### src/rtl/alu_issue_stage.sv
// Decodes RV32I OP/OP-IMM into ALU opcode/operands; registered output, 1-cycle accept-to-valid latency.
// Two-entry (main + skid) buffer gives zero-bubble flow; in_ready is a flop and drops only when skid is full.
module alu_issue_stage #(
  parameter int XLEN  = 32,
  parameter int CNT_W = 16
) (
  input  logic             clk,
  input  logic             reset_n,
  input  logic             in_valid,
  output logic             in_ready,
  input  logic [31:0]      instr,
  input  logic [XLEN-1:0]  rs1_data,
  input  logic [XLEN-1:0]  rs2_data,
  output logic             out_valid,
  input  logic             out_ready,
  output logic [3:0]       alu_opcode,
  output logic [XLEN-1:0]  alu_rs1,
  output logic [XLEN-1:0]  alu_rs2,
  output logic [4:0]       rd_addr,
  output logic             illegal,
  output logic [CNT_W-1:0] issued_cnt,
  output logic [CNT_W-1:0] illegal_cnt
);

  localparam logic [3:0] ADD_ALU = 4'd0;
  localparam logic [3:0] SUB_ALU = 4'd1;
  localparam logic [3:0] AND_ALU = 4'd2;
  localparam logic [3:0] OR_ALU  = 4'd3;
  localparam logic [3:0] SLL_ALU = 4'd4;
  localparam logic [3:0] SRA_ALU = 4'd5;

  localparam logic [6:0] OPC_OP     = 7'b0110011;
  localparam logic [6:0] OPC_OP_IMM = 7'b0010011;
  localparam logic [6:0] F7_ZERO    = 7'b0000000;
  localparam logic [6:0] F7_ALT     = 7'b0100000;

  typedef struct packed {
    logic [3:0]      opcode;
    logic [XLEN-1:0] rs1;
    logic [XLEN-1:0] rs2;
    logic [4:0]      rd;
    logic            illegal;
  } pay_t;

  typedef enum logic [1:0] {S_EMPTY, S_MAIN, S_SKID} state_t;

  state_t           state_q, state_d;
  pay_t             main_q, main_d;
  pay_t             skid_q, skid_d;
  pay_t             dec_pay;
  logic             in_ready_q, in_ready_d;
  logic             out_valid_q, out_valid_d;
  logic [CNT_W-1:0] issued_q, issued_d;
  logic [CNT_W-1:0] illegal_q, illegal_d;

  logic [2:0]       f3;
  logic [6:0]       f7;
  logic [3:0]       dec_opc;
  logic             dec_legal;
  logic             dec_use_imm;
  logic [XLEN-1:0]  imm_sext;
  logic             accept;
  logic             fire;

  // Register-index fields are consumed upstream by the register file.
  logic             unused_rs1_idx;
  assign unused_rs1_idx = ^instr[19:15];

  assign f3       = instr[14:12];
  assign f7       = instr[31:25];
  assign imm_sext = {{(XLEN-12){instr[31]}}, instr[31:20]};
  assign accept   = in_valid & in_ready_q;
  assign fire     = out_valid_q & out_ready;

  always_comb begin
    dec_opc     = ADD_ALU;
    dec_legal   = 1'b0;
    dec_use_imm = 1'b0;
    if (instr[6:0] == OPC_OP) begin
      case (f3)
        3'b000: begin
          if (f7 == F7_ZERO) begin
            dec_opc   = ADD_ALU;
            dec_legal = 1'b1;
          end else if (f7 == F7_ALT) begin
            dec_opc   = SUB_ALU;
            dec_legal = 1'b1;
          end
        end
        3'b111: begin dec_opc = AND_ALU; dec_legal = (f7 == F7_ZERO); end
        3'b110: begin dec_opc = OR_ALU;  dec_legal = (f7 == F7_ZERO); end
        3'b001: begin dec_opc = SLL_ALU; dec_legal = (f7 == F7_ZERO); end
        3'b101: begin dec_opc = SRA_ALU; dec_legal = (f7 == F7_ALT);  end
        default: ;
      endcase
    end else if (instr[6:0] == OPC_OP_IMM) begin
      dec_use_imm = 1'b1;
      case (f3)
        3'b000: begin dec_opc = ADD_ALU; dec_legal = 1'b1; end
        3'b111: begin dec_opc = AND_ALU; dec_legal = 1'b1; end
        3'b110: begin dec_opc = OR_ALU;  dec_legal = 1'b1; end
        3'b001: begin dec_opc = SLL_ALU; dec_legal = (f7 == F7_ZERO); end
        3'b101: begin dec_opc = SRA_ALU; dec_legal = (f7 == F7_ALT);  end
        default: ;
      endcase
    end
  end

  // Unsupported encodings still flow downstream, but as a zeroed ADD flagged illegal.
  always_comb begin
    dec_pay         = '0;
    dec_pay.opcode  = ADD_ALU;
    dec_pay.illegal = 1'b1;
    if (dec_legal) begin
      dec_pay.opcode  = dec_opc;
      dec_pay.rs1     = rs1_data;
      dec_pay.rs2     = dec_use_imm ? imm_sext : rs2_data;
      dec_pay.rd      = instr[11:7];
      dec_pay.illegal = 1'b0;
    end
  end

  always_ff @(posedge clk or negedge reset_n) begin
    if (!reset_n) begin
      state_q     <= S_EMPTY;
      main_q      <= '0;
      skid_q      <= '0;
      in_ready_q  <= 1'b1;
      out_valid_q <= 1'b0;
      issued_q    <= '0;
      illegal_q   <= '0;
    end else begin
      state_q     <= state_d;
      main_q      <= main_d;
      skid_q      <= skid_d;
      in_ready_q  <= in_ready_d;
      out_valid_q <= out_valid_d;
      issued_q    <= issued_d;
      illegal_q   <= illegal_d;
    end
  end

  always_comb begin
    state_d = state_q;
    main_d  = main_q;
    skid_d  = skid_q;
    case (state_q)
      S_EMPTY: begin
        if (accept) begin
          state_d = S_MAIN;
          main_d  = dec_pay;
        end
      end
      S_MAIN: begin
        if (accept && out_ready) begin
          main_d = dec_pay;
        end else if (accept) begin
          state_d = S_SKID;
          skid_d  = dec_pay;
        end else if (out_ready) begin
          state_d = S_EMPTY;
        end
      end
      S_SKID: begin
        if (out_ready) begin
          state_d = S_MAIN;
          main_d  = skid_q;
        end
      end
      default: state_d = S_EMPTY;
    endcase
  end

  // Handshake flags are registered from the next state so both outputs come straight off flops.
  always_comb begin
    in_ready_d  = (state_d != S_SKID);
    out_valid_d = (state_d != S_EMPTY);
    issued_d    = issued_q + {{(CNT_W-1){1'b0}}, fire};
    illegal_d   = illegal_q + {{(CNT_W-1){1'b0}}, fire & main_q.illegal};
  end

  assign in_ready    = in_ready_q;
  assign out_valid   = out_valid_q;
  assign alu_opcode  = main_q.opcode;
  assign alu_rs1     = main_q.rs1;
  assign alu_rs2     = main_q.rs2;
  assign rd_addr     = main_q.rd;
  assign illegal     = main_q.illegal;
  assign issued_cnt  = issued_q;
  assign illegal_cnt = illegal_q;

endmodule

### config.mk
export PLATFORM = sky130hd
export DESIGN_NAME = alu_issue_stage
export DESIGN_NICKNAME = d
export VERILOG_FILES = /design/src/rtl/alu_issue_stage.sv
export SDC_FILE = /design/constraint.sdc
export NUM_CORES = 1
export LEC_CHECK = 0
export ABC_AREA = 1
export CELL_PAD_IN_SITES_DETAIL_PLACEMENT = 0
export CELL_PAD_IN_SITES_GLOBAL_PLACEMENT = 1
export CORE_UTILIZATION = 36
export CTS_CLUSTER_DIAMETER = 100
export DETAILED_ROUTE_END_ITERATION = 12
export PLACE_DENSITY = 0.77
export SYNTH_ARGS = -nofsm -noshare
export SYNTH_HDL_FRONTEND = slang
export SYNTH_SLANG_ARGS = --single-unit
export TNS_END_PERCENT = 30
### constraint.sdc
create_clock -name clk -period 2.4 [get_ports clk]
set_input_delay 0.36 -clock clk [delete_from_list [all_inputs] [get_ports clk]]
set_output_delay 0.36 -clock clk [all_outputs]
set_load 0.02 [all_outputs]
# Word-level counts from Yosys, hierarchy flattened
# Cells that the tools add are included.
# word_totals
input_bits	100
ff_bits	184
out_inout_bits	108
elab_cells	70
# op_classes
muxes	26
add_sub_neg	2
reduce_logical	10
eq_ne	13
bitwise_logic	4
# op_table
cell	n
2-to-1 mux 74 bit	4
one-hot mux 74 bit (3 select lines)	1
adder 16 x 1 -> 16 bit	2
2-to-1 mux 32 bit	1
one-hot mux 3 bit (5 select lines)	1
== test 7 x 6 -> 1 bit (second input constant)	2
one-hot mux 3 bit (4 select lines)	1
2-to-1 mux 2 bit	5
== test 3 bit (second input constant)	3
2-to-1 mux 1 bit	8
inequality test 2 bit (second input constant)	4
== test 7 x 5 -> 1 bit (second input constant)	1
zero test 7 bit	1
one-hot mux 1 bit (3 select lines)	2
one-hot mux 2 bit (3 select lines)	1
OR reduction 3 bit	2
2-to-1 mux 4 bit	1
AND reduction 4 bit	1
AND 1 bit	3
== test 3 x 1 -> 1 bit (second input constant)	1
zero test 3 bit	1
2-to-1 mux 3 bit	1
AND reduction 3 bit	1
nonzero test 3 bit	1
6 further kinds	6

# Depth between registers and ports, before layout
# Gate-level depths: netlist (run 1).
# logic_depth
ltp_word	8
mapped_depth	13
ltp_nobuf	12

# Worst setup path after synthesis (run 1)
# OpenSTA, ideal clock, no wires.
# synth_path
path_kind	register to register
startpoint	reg out_valid_q, in the netlist out_valid
endpoint	reg illegal_q[14], in the netlist illegal_cnt[14]
required_ns	2.271
arrival_ns	1.881
path_buffers	0
synth_period_minus_slack_ns	2.010
setup_time_ns	0.129
stages_incl_launch_ff	11
slack_ns	0.390
cell_sequence	dfrtp_1 -> nand2_1 -> nor2_1 -> ha_1 -> ha_1 -> nand3_1 -> nor2_1 -> nand3_1 -> nor3_1 -> nand4_1 -> xnor2_1
# synth_via
elab_chain_len	3
# synth_rtl
element	line_no	rtl
from (decl)	52	logic out_valid_q, out_valid_d;
from (signal assigned)	137	out_valid_q <= out_valid_d;
AND 1 bit	73	assign fire = out_valid_q & out_ready;
AND 1 bit	179	illegal_d = illegal_q + {{(CNT_W-1){1'b0}}, fire & main_q.illegal};
adder 16 x 1 -> 16 bit	179	
named net illegal_d[14]	54	logic [CNT_W-1:0] illegal_q, illegal_d;
to (signal assigned)	139	illegal_q <= illegal_d;
to (decl)	54	
# The timed path passes the listed nets, and every way through them passes these cells.
# A chain may end at the register's enable or synchronous reset.

# Worst setup path after layout (run 1)
# layout_path
startpoint	in out_ready
endpoint	reg issued_q[14], in the netlist issued_cnt[14]
# layout_via
elab_chain_len	2
# layout_rtl
element	line_no	rtl
from (decl)	15	input logic out_ready,
AND 1 bit	73	
adder 16 x 1 -> 16 bit	178	issued_d = issued_q + {{(CNT_W-1){1'b0}}, fire};
named net issued_d[14]	53	logic [CNT_W-1:0] issued_q, issued_d;
to (signal assigned)	138	issued_q <= issued_d;
to (decl)	53	
# The timed path passes the listed nets, and every way through them passes these cells.

==> results.txt, run 1 <==
status: complete, no violations
syn_nets: 1236
Clock Sinks: 182
CP Class: input port to flip-flop
Avg WL per Cell: 13.3 um
total global-route track usage: 18.3%
Final WS setup: 0.330 ns
Tmin final: 2.07 ns
Vias per Instance: 4.63
GPL Wtd Cong: 0.770
Num CTS Buffers: 17
post-route ant nets: 0
Yosys top cell by area: dfrtp_1
fmax: 483 MHz
multi-input logic area: 3620 um2
drt pass-1 iters: 5
met2 Resource Use GR: 28.6%
std cell rows: 56
core area: 23500 um2
ANT cells: 0
Syn. warnings: 0
starting density of the core: 36.8%
Yosys cell types: 27
Worst EP arrival: 2.42 ns
Hold Crit Class: input port to asynchronous set/reset pin
crit path max fanout: 2
postcts setup bufs: 0
placed cell area: 11100 um2
Post-synth ARST share: 100%
average size of a mapped cell: 7.65 um2
Main synth FF type: dfrtp_1
Final Cell Area: 11700 um2
PD cells: 870 nW/um2
CP Capture Type: flip-flop
DRC Markers: 0
port bufs: 201
Clock Skews: 0.0139 ns
Reg clk slew, reported paths: 0.07 ns
Die Y-Extent: 157 um
Ports: 208
clk buf depth: 2
Hold Vio Cnt, Final: 0
depth of the CTS H-tree: 4
antenna violations before repair: 0
first-pass GRT wire length: 36.0 mm
DR vias: 7610
setup slack, reg-to-reg: 0.39 ns
Lkg Pwr: 6.21 nW
met1 Use GR: 25.8%
EDFF count, synth: 0
fin. max-slew vios: 0
worst vdd ir: 0.360 mV
most frequent cell after synthesis: nand2_1
Final nets: 1417
Clock Tree Root: clkbuf_16
register area share after synthesis: 52.6%
met3 Usage GRT: 4.16%
drt initial violations: 508
Syn Std Cell Area: 8660 um2
Yosys reg bits: 182
endpoints failing setup: 0
area delta synth->final: 34.7%
# fillers: 2378
largest net degree at the start of global routing: 85
GRT overflow: 0
unrepaired setup endpoints after global routing: no
CP Data Required Time: 2.75 ns
fin crit share: 86.2%
post-synth top area share: 52.3%
Worst setup SP type: input port
commonest cells in the synthesized netlist: nand2_1, dfrtp_1, nor2_1
CTS tree: done
TNS Setup: 0 ns
clk_lat worst skew: 0.43 ns
register area: 4560 um2
Final HPWL DP: 14.2 mm
GRT busiest layer: met2
max-cap violations: 0
layout cells sized above 1: 5.05%
vias in the first global route: 7120
WL final: 21.9 mm
Die W: 157 um
post-synthesis cell count: 1132
Die Area: 24700 um2
top post-synthesis cells by area: dfrtp_1, nand2_1, nor2_1, nand3_1, o21ai_1
worst setup slack after placement: -0.112 ns
cell usage in the layout (no fill, tap or decap), types with 2 or more instances in the layout:
master / n
clkdlybuf4s50_1: 200
buf_12: 10
nor2_1: 163
inv_4: 2
buf_4: 17
clkbuf_8: 2
xnor2_1: 10
clkinv_4: 3
o21ai_0: 36
nand2_1: 465
xor2_1: 18
o21ai_1: 46
nand4_1: 6
dfrtp_1: 181
inv_1: 34
nand3_1: 85
nor3_1: 4
inv_6: 3
ha_1: 4
clkbuf_16: 17
inv_8: 5
a21oi_1: 3
metal layers:
metal / wire [um] / share of wire, % / up-vias
met5: 0 / 0 / -
met4: 156 / 0.71 / 0
met3: 1100 / 5.0 / 10
met2: 9720 / 44 / 173
met1: 10900 / 50 / 3532
li1: - / - / 3895
power by group:
part	switching (mW)	leakage [nW]	total (mW)	internal (mW)
logic	1.97	3.45	3.41	1.44
clock network	1.33	0.295	2.85	1.52
registers	0.327	2.47	3.88	3.56
total	3.62	6.21	10.1	6.52
area by class of cell:
type / instances / share of cell area [%]
flip-flops and latches: 182 / 39.0
multi-input cells: 847 / 31.0
repair buffers: 229 / 20.2
clock buffers: 19 / 3.80
well taps: 319 / 3.42
clock inverters: 13 / 1.33
inverters: 36 / 1.20
kinds of logic (layout without fill, tap and decap cells):
family                     after synthesis  in the layout  synth area share [%]
other                                    1              1                0.0433
buffers and inverters                  103            297                  5.62
and+or+nand+nor                        728            728                  33.2
DFF                                    182            182                  52.6
AOI/OAI and AO/OA                       86             86                  5.10
adders and majority gates                4              4                 0.578
xor gates and xnor gates                28             28                  2.83
stage by stage:
| stage | util [%] | power (mW) | hold slack, ns | cells |
|---|---|---|---|---|
| after floorplan | - | 5.78 | 0.0644 | 1132 |
| after global placement | 47.0 | 7.35 | 0.336 | 1612 |
| after detailed placement | 47.0 | 7.38 | 0.341 | 1612 |
| after CTS | 49.6 | 10.3 | 0.445 | 1645 |
| after global routing | 49.6 | 10.8 | 0.460 | 1645 |
| final | 49.6 | 10.1 | 0.431 | 1645 |
critical path: stages:
cell	delay (ns)
clkdlybuf4s50_1	0.50
nand2_1	0.08
inv_1	0.06
ha_1	0.16
ha_1	0.18
nand3_1	0.13
nor3_1	0.25
nand3_1	0.14
nor2_1	0.16
nand3_1	0.13
nor2_1	0.13
xor2_1	0.15
registers in the layout, summed over array words and instances (netlist names):
signal and count:
rd_addr 5, illegal 1, alu_rs2 32, alu_opcode 3, in_ready 1, skid_q 73
alu_rs1 32, illegal_cnt 16, issued_cnt 16, state_q 2, out_valid 1
final timing paths:
| check | startpoint | end | depth (start not counted) |
|---|---|---|---|
| setup reg to reg | out_valid | issued_cnt[14] | 11 |
| setup / recovery | out_ready | issued_cnt[14] | 12 |
| min in group clk | illegal_cnt[15] | illegal_cnt[15] | 1 |
| hold reg to reg | illegal_cnt[15] | illegal_cnt[15] | 1 |
| hold / removal | reset_n | issued_cnt[15] | 2 |
| max in group asynchronous | reset_n | alu_rs2[11] | 3 |
timing repair:
| action | 4_1_cts | 5_1_grt |
|---|---|---|
| hold buffers | 1 | 0 |
| hold endpoints to repair | 45 | 0 |
| gates resized for setup | 0 | 0 |
(Power assumes the default switching activity.)
==> run 2, diff against run 1 <==
--- a/config.mk
+++ b/config.mk
@@ -8,10 +8,11 @@
 export ABC_AREA = 1
 export CELL_PAD_IN_SITES_DETAIL_PLACEMENT = 0
 export CELL_PAD_IN_SITES_GLOBAL_PLACEMENT = 1
+export CORE_MARGIN = 10
 export CORE_UTILIZATION = 36
 export CTS_CLUSTER_DIAMETER = 100
 export DETAILED_ROUTE_END_ITERATION = 12
-export PLACE_DENSITY = 0.77
+export PLACE_DENSITY_LB_ADDON = 0.1
 export SYNTH_ARGS = -nofsm -noshare
 export SYNTH_HDL_FRONTEND = slang
 export SYNTH_SLANG_ARGS = --single-unit
==> constraint.sdc (replaced) <==
create_clock -name clk -period 2.4 [get_ports clk]
set_input_delay 0.24 -clock clk [delete_from_list [all_inputs] [get_ports clk]]
set_output_delay 0.24 -clock clk [all_outputs]
set_load 0.02 [all_outputs]
==> results.txt, run 2 (synthesis gave the netlist of run 1 again) <==
worst vdd ir: 0.529 mV
endpoints failing setup: 0
total global-route track usage: 15.8%
max-cap violations: 0
Hold Crit Class: input port to asynchronous set/reset pin
Lkg Pwr: 6.20 nW
highest-count cells in the layout ignoring fill and taps: nand2_1, clkdlybuf4s50_1, dfrtp_1
area delta synth->final: 34.8%
critical-path cell list: nand2_1 -> inv_1 -> ha_1 -> ha_1 -> nand3_1 -> nor3_1 -> nand3_1 -> nor2_1 -> nand3_1 -> nor2_1 -> xor2_1
Die Y-Extent: 175 um
Clock Skews: 0.0130 ns
Clock Tree Root: clkbuf_16
std cell rows: 56
Largest Register: skid_q
Num CTS Buffers: 17
starting density of the core: 36.8%
fmax: 500 MHz
WL final: 23.9 mm
Avg WL per Cell: 14.5 um
status: complete, no violations
antenna violations before repair: 0
Post-Place Cells: 1613
hold slack: 0.370 ns
Worst setup SP type: flip-flop
fin. max-slew vios: 0
Final WS setup: 0.399 ns
CP Data Required Time: 2.76 ns
Layout Cells excl Fill: 1645
fin crit share: 83.4%
Tmin final: 2.00 ns
DRC Markers: 0
worst setup slack after placement: -0.0519 ns
vias in the first global route: 7555
Die Area: 30700 um2
drt pass-1 iters: 5
Clock Sinks: 182
WP buf/inv: 1
Slew headroom: 61.8%
CP Capture Type: flip-flop
Worst path slowest cell: dfrtp_1
ANT cells: 0
setup slack, reg-to-reg: 0.40 ns
Vias per Instance: 4.60
layout cells sized above 1: 5.05%
largest net degree at the start of global routing: 101
crit path max fanout: 2
max reg flops: 73
Worst EP arrival: 2.36 ns
depth of the CTS H-tree: 4
CP most frequent cell: nand3_1
drt initial violations: 547
clk buf depth: 2
Die W: 175 um
Final nets: 1418
# fillers: 2367
Hold Vio Cnt, Final: 0
Reg clk slew, reported paths: 0.07 ns
post-route ant nets: 0
PD cells: 869 nW/um2
most common cell after layout, fill and taps aside: nand2_1
delay-heaviest family, CP: simple AND/OR/NAND/NOR gates
Max stage delay on crit path: 0.34 ns
DR vias: 7572
GRT overflow: 0
GPL Wtd Cong: 0.740
Core Util, Final: 49.6%
core area: 23500 um2
unrepaired setup endpoints after global routing: no
port bufs: 201
Ports: 208
Worst-Margin Slew: 0.573 ns
CP Class: flip-flop to flip-flop
first-pass GRT wire length: 39.9 mm
CTS tree: done
post-CTS sizing: 0
Final HPWL DP: 16.0 mm
clk_lat worst skew: 0.43 ns
run 2: final timing paths:
path,startpoint,endpoint,cells past startpoint
setup / recovery,out_valid,issued_cnt[14],11
max in group asynchronous,reset_n,alu_rs1[12],3
setup reg to reg,out_valid,issued_cnt[14],11
hold reg to reg,illegal_cnt[15],illegal_cnt[15],1
min in group clk,rs1_data[16],skid_q[54],3
hold / removal,reset_n,issued_cnt[11],2
run 2: layout make-up:
class / instances / area [um2] / share of cell area (%)
clock buffer: 18 / 429 / 3.68
clock inverter: 13 / 141 / 1.21
inverter: 36 / 140 / 1.20
multi-input combinational: 847 / 3620 / 31.0
sequential: 182 / 4560 / 39.0
tap: 319 / 399 / 3.42
timing repair buffer: 230 / 2390 / 20.4
run 2: metrics by stage:
step	TNS [ns]	total power, mW	cell area [um2]
after floorplan	0	5.78	8660
after global placement	-0.0236	7.46	11100
after detailed placement	-0.0519	7.48	11100
after CTS	0	10.3	11700
after global routing	0	10.8	11700
final	0	10.1	11700
run 2: timing repair:
item                                   in CTS  in global routing
buffers inserted                            0                  0
hold buffers                                1                  0
endpoints found under the hold margin      62                  0
run 2: report_power, final:
group / leakage (nW) / internal [mW] / switching (mW)
Sequential: 2.47 / 3.56 / 0.323
Combinational: 3.47 / 1.47 / 2.02
Clock: 0.265 / 1.47 / 1.31
run 2: routing by layer:
layer	GRT usage, %	up-vias	wire [um]
met5	0	-	0
met4	3.60	0	216
met3	4.57	13	1400
met2	25.0	154	10900
met1	20.9	3517	11400
li1	-	3888	-
==> run 3, diff against run 2 <==
==> constraint.sdc (replaced) <==
create_clock -name clk -period 2.1 [get_ports clk]
set_input_delay 0.21 -clock clk [delete_from_list [all_inputs] [get_ports clk]]
set_output_delay 0.21 -clock clk [all_outputs]
set_load 0.02 [all_outputs]
==> results.txt, run 3 (synthesis gave the netlist of run 1 again) <==
status: complete, no violations
max reg flops: 73
postcts setup bufs: 0
Clock Skews: 0.0135 ns
Die Area: 30700 um2
depth of the CTS H-tree: 4
Worst-Margin Slew: 0.633 ns
clk_lat worst skew: 0.43 ns
clk buf depth: 2
Final nets: 1434
DR vias: 7652
Reg clk slew, reported paths: 0.08 ns
Lkg Pwr: 6.29 nW
worst vdd ir: 0.493 mV
fin. max-slew vios: 0
Hold Vio Cnt, Final: 0
met3 Usage GRT: 4.74%
CP most frequent cell: nand3_1
post-route ant nets: 0
Die Y-Extent: 175 um
ANT cells: 0
CP Capture Type: flip-flop
crit path max fanout: 2
area delta synth->final: 36.2%
Vias per Instance: 4.61
setup slack, reg-to-reg: 0.18 ns
Largest Register: skid_q
total global-route track usage: 15.8%
Hold Crit Class: input port to asynchronous set/reset pin
met2 Resource Use GR: 25.2%
GRT busiest layer: met2
antenna violations before repair: 0
max-cap violations: 0
Worst setup SP type: flip-flop
drt initial violations: 504
Clock Sinks: 182
starting density of the core: 36.8%
Avg WL per Cell: 14.4 um
Slew headroom: 57.8%
Die W: 175 um
WL final: 23.9 mm
PD cells: 985 nW/um2
layout cells sized above 1: 6.26%
Layout Cells excl Fill: 1661
vias in the first global route: 7707
met1 Use GR: 20.6%
Num CTS Buffers: 17
port bufs: 201
core area: 23500 um2
GPL Wtd Cong: 0.761
Worst path slowest cell: dfrtp_1
CP Class: flip-flop to flip-flop
CTS tree: done
Ports: 208
critical-path cell list: nand2_1 -> inv_1 -> ha_1 -> ha_1 -> nand3_1 -> nor3_1 -> nand3_1 -> nor2_1 -> nand3_1 -> nor2_1 -> xor2_1
Tmin final: 1.92 ns
GRT overflow: 0
std cell rows: 56
drt pass-1 iters: 5
fin crit share: 91.6%
most common cell after layout, fill and taps aside: nand2_1
largest net degree at the start of global routing: 97
CP Data Required Time: 2.46 ns
highest-count cells in the layout ignoring fill and taps: nand2_1, clkdlybuf4s50_1, dfrtp_1
DRC Markers: 0
Overall Power: 11.6 mW
fmax: 520 MHz
first-pass GRT wire length: 40.3 mm
Worst EP arrival: 2.29 ns
Max stage delay on crit path: 0.34 ns
Final HPWL DP: 16.4 mm
Post-Place Cells: 1629
unrepaired setup endpoints after global routing: no
endpoints failing setup: 0
Clock Tree Root: clkbuf_16
## run 3: path summary, 6_finish.rpt
kind                                 startpoint         endpoint  cells past startpoint
worst max-delay path                  out_valid   issued_cnt[14]                     11
worst min-delay path                    reset_n   issued_cnt[15]                      2
worst max register to register        out_valid   issued_cnt[14]                     11
worst min register to register  illegal_cnt[15]  illegal_cnt[15]                      1
max in group asynchronous               reset_n      alu_rs2[21]                      3
min in group clk                       instr[9]        skid_q[3]                      3
## run 3: metal layers
| metal | routed length, um | vias up |
|---|---|---|
| met3 | 1500 | 11 |
| li1 | - | 3936 |
| met1 | 11300 | 3539 |
| met5 | 0 | - |
| met2 | 11000 | 166 |
| met4 | 148 | 0 |
## run 3: stage by stage
step                      TNS, ns  util [%]  instance area (um2)  hold slack (ns)  worst slack (ns)
after global placement     -0.891      47.7                11200            0.177            -0.202
final                           0      50.1                11800            0.258             0.176
after global routing            0      50.1                11800            0.300           0.00575
after floorplan                 0         -                 8660          -0.0856            0.0900
after CTS                       0      50.1                11800            0.270             0.117
after detailed placement    -1.33      47.7                11200            0.177            -0.243
## run 3: critical path, delay by kind of cell, from the launching register on
kind                     cells  cell delay (ns)
AND/OR/NAND/NOR              7             0.93
adder cells (fa/ha/maj)      2             0.35
flip-flops                   1             0.34
XOR/XNOR                     1             0.15
buffers and inverters        1             0.09
## run 3: repair_timing
action,4_1_cts,5_1_grt
resized for setup,0,0
hold endpoints to repair,39,0
hold buffers,1,0
## run 3: final cells by class
type                       instances  area (um2)
inverter                          36         140
clock buffer                      17         425
timing repair buffer             246        2520
clock inverter                    14         136
sequential                       182        4560
multi-input combinational        847        3620
tap                              319         399
fill                            2359       11700
## run 3: where the power goes
| group | internal (mW) | total, mW | switching [mW] |
|---|---|---|---|
| Combinational | 1.74 | 4.06 | 2.31 |
| Sequential | 4.06 | 4.43 | 0.364 |
| Clock | 1.57 | 3.14 | 1.56 |
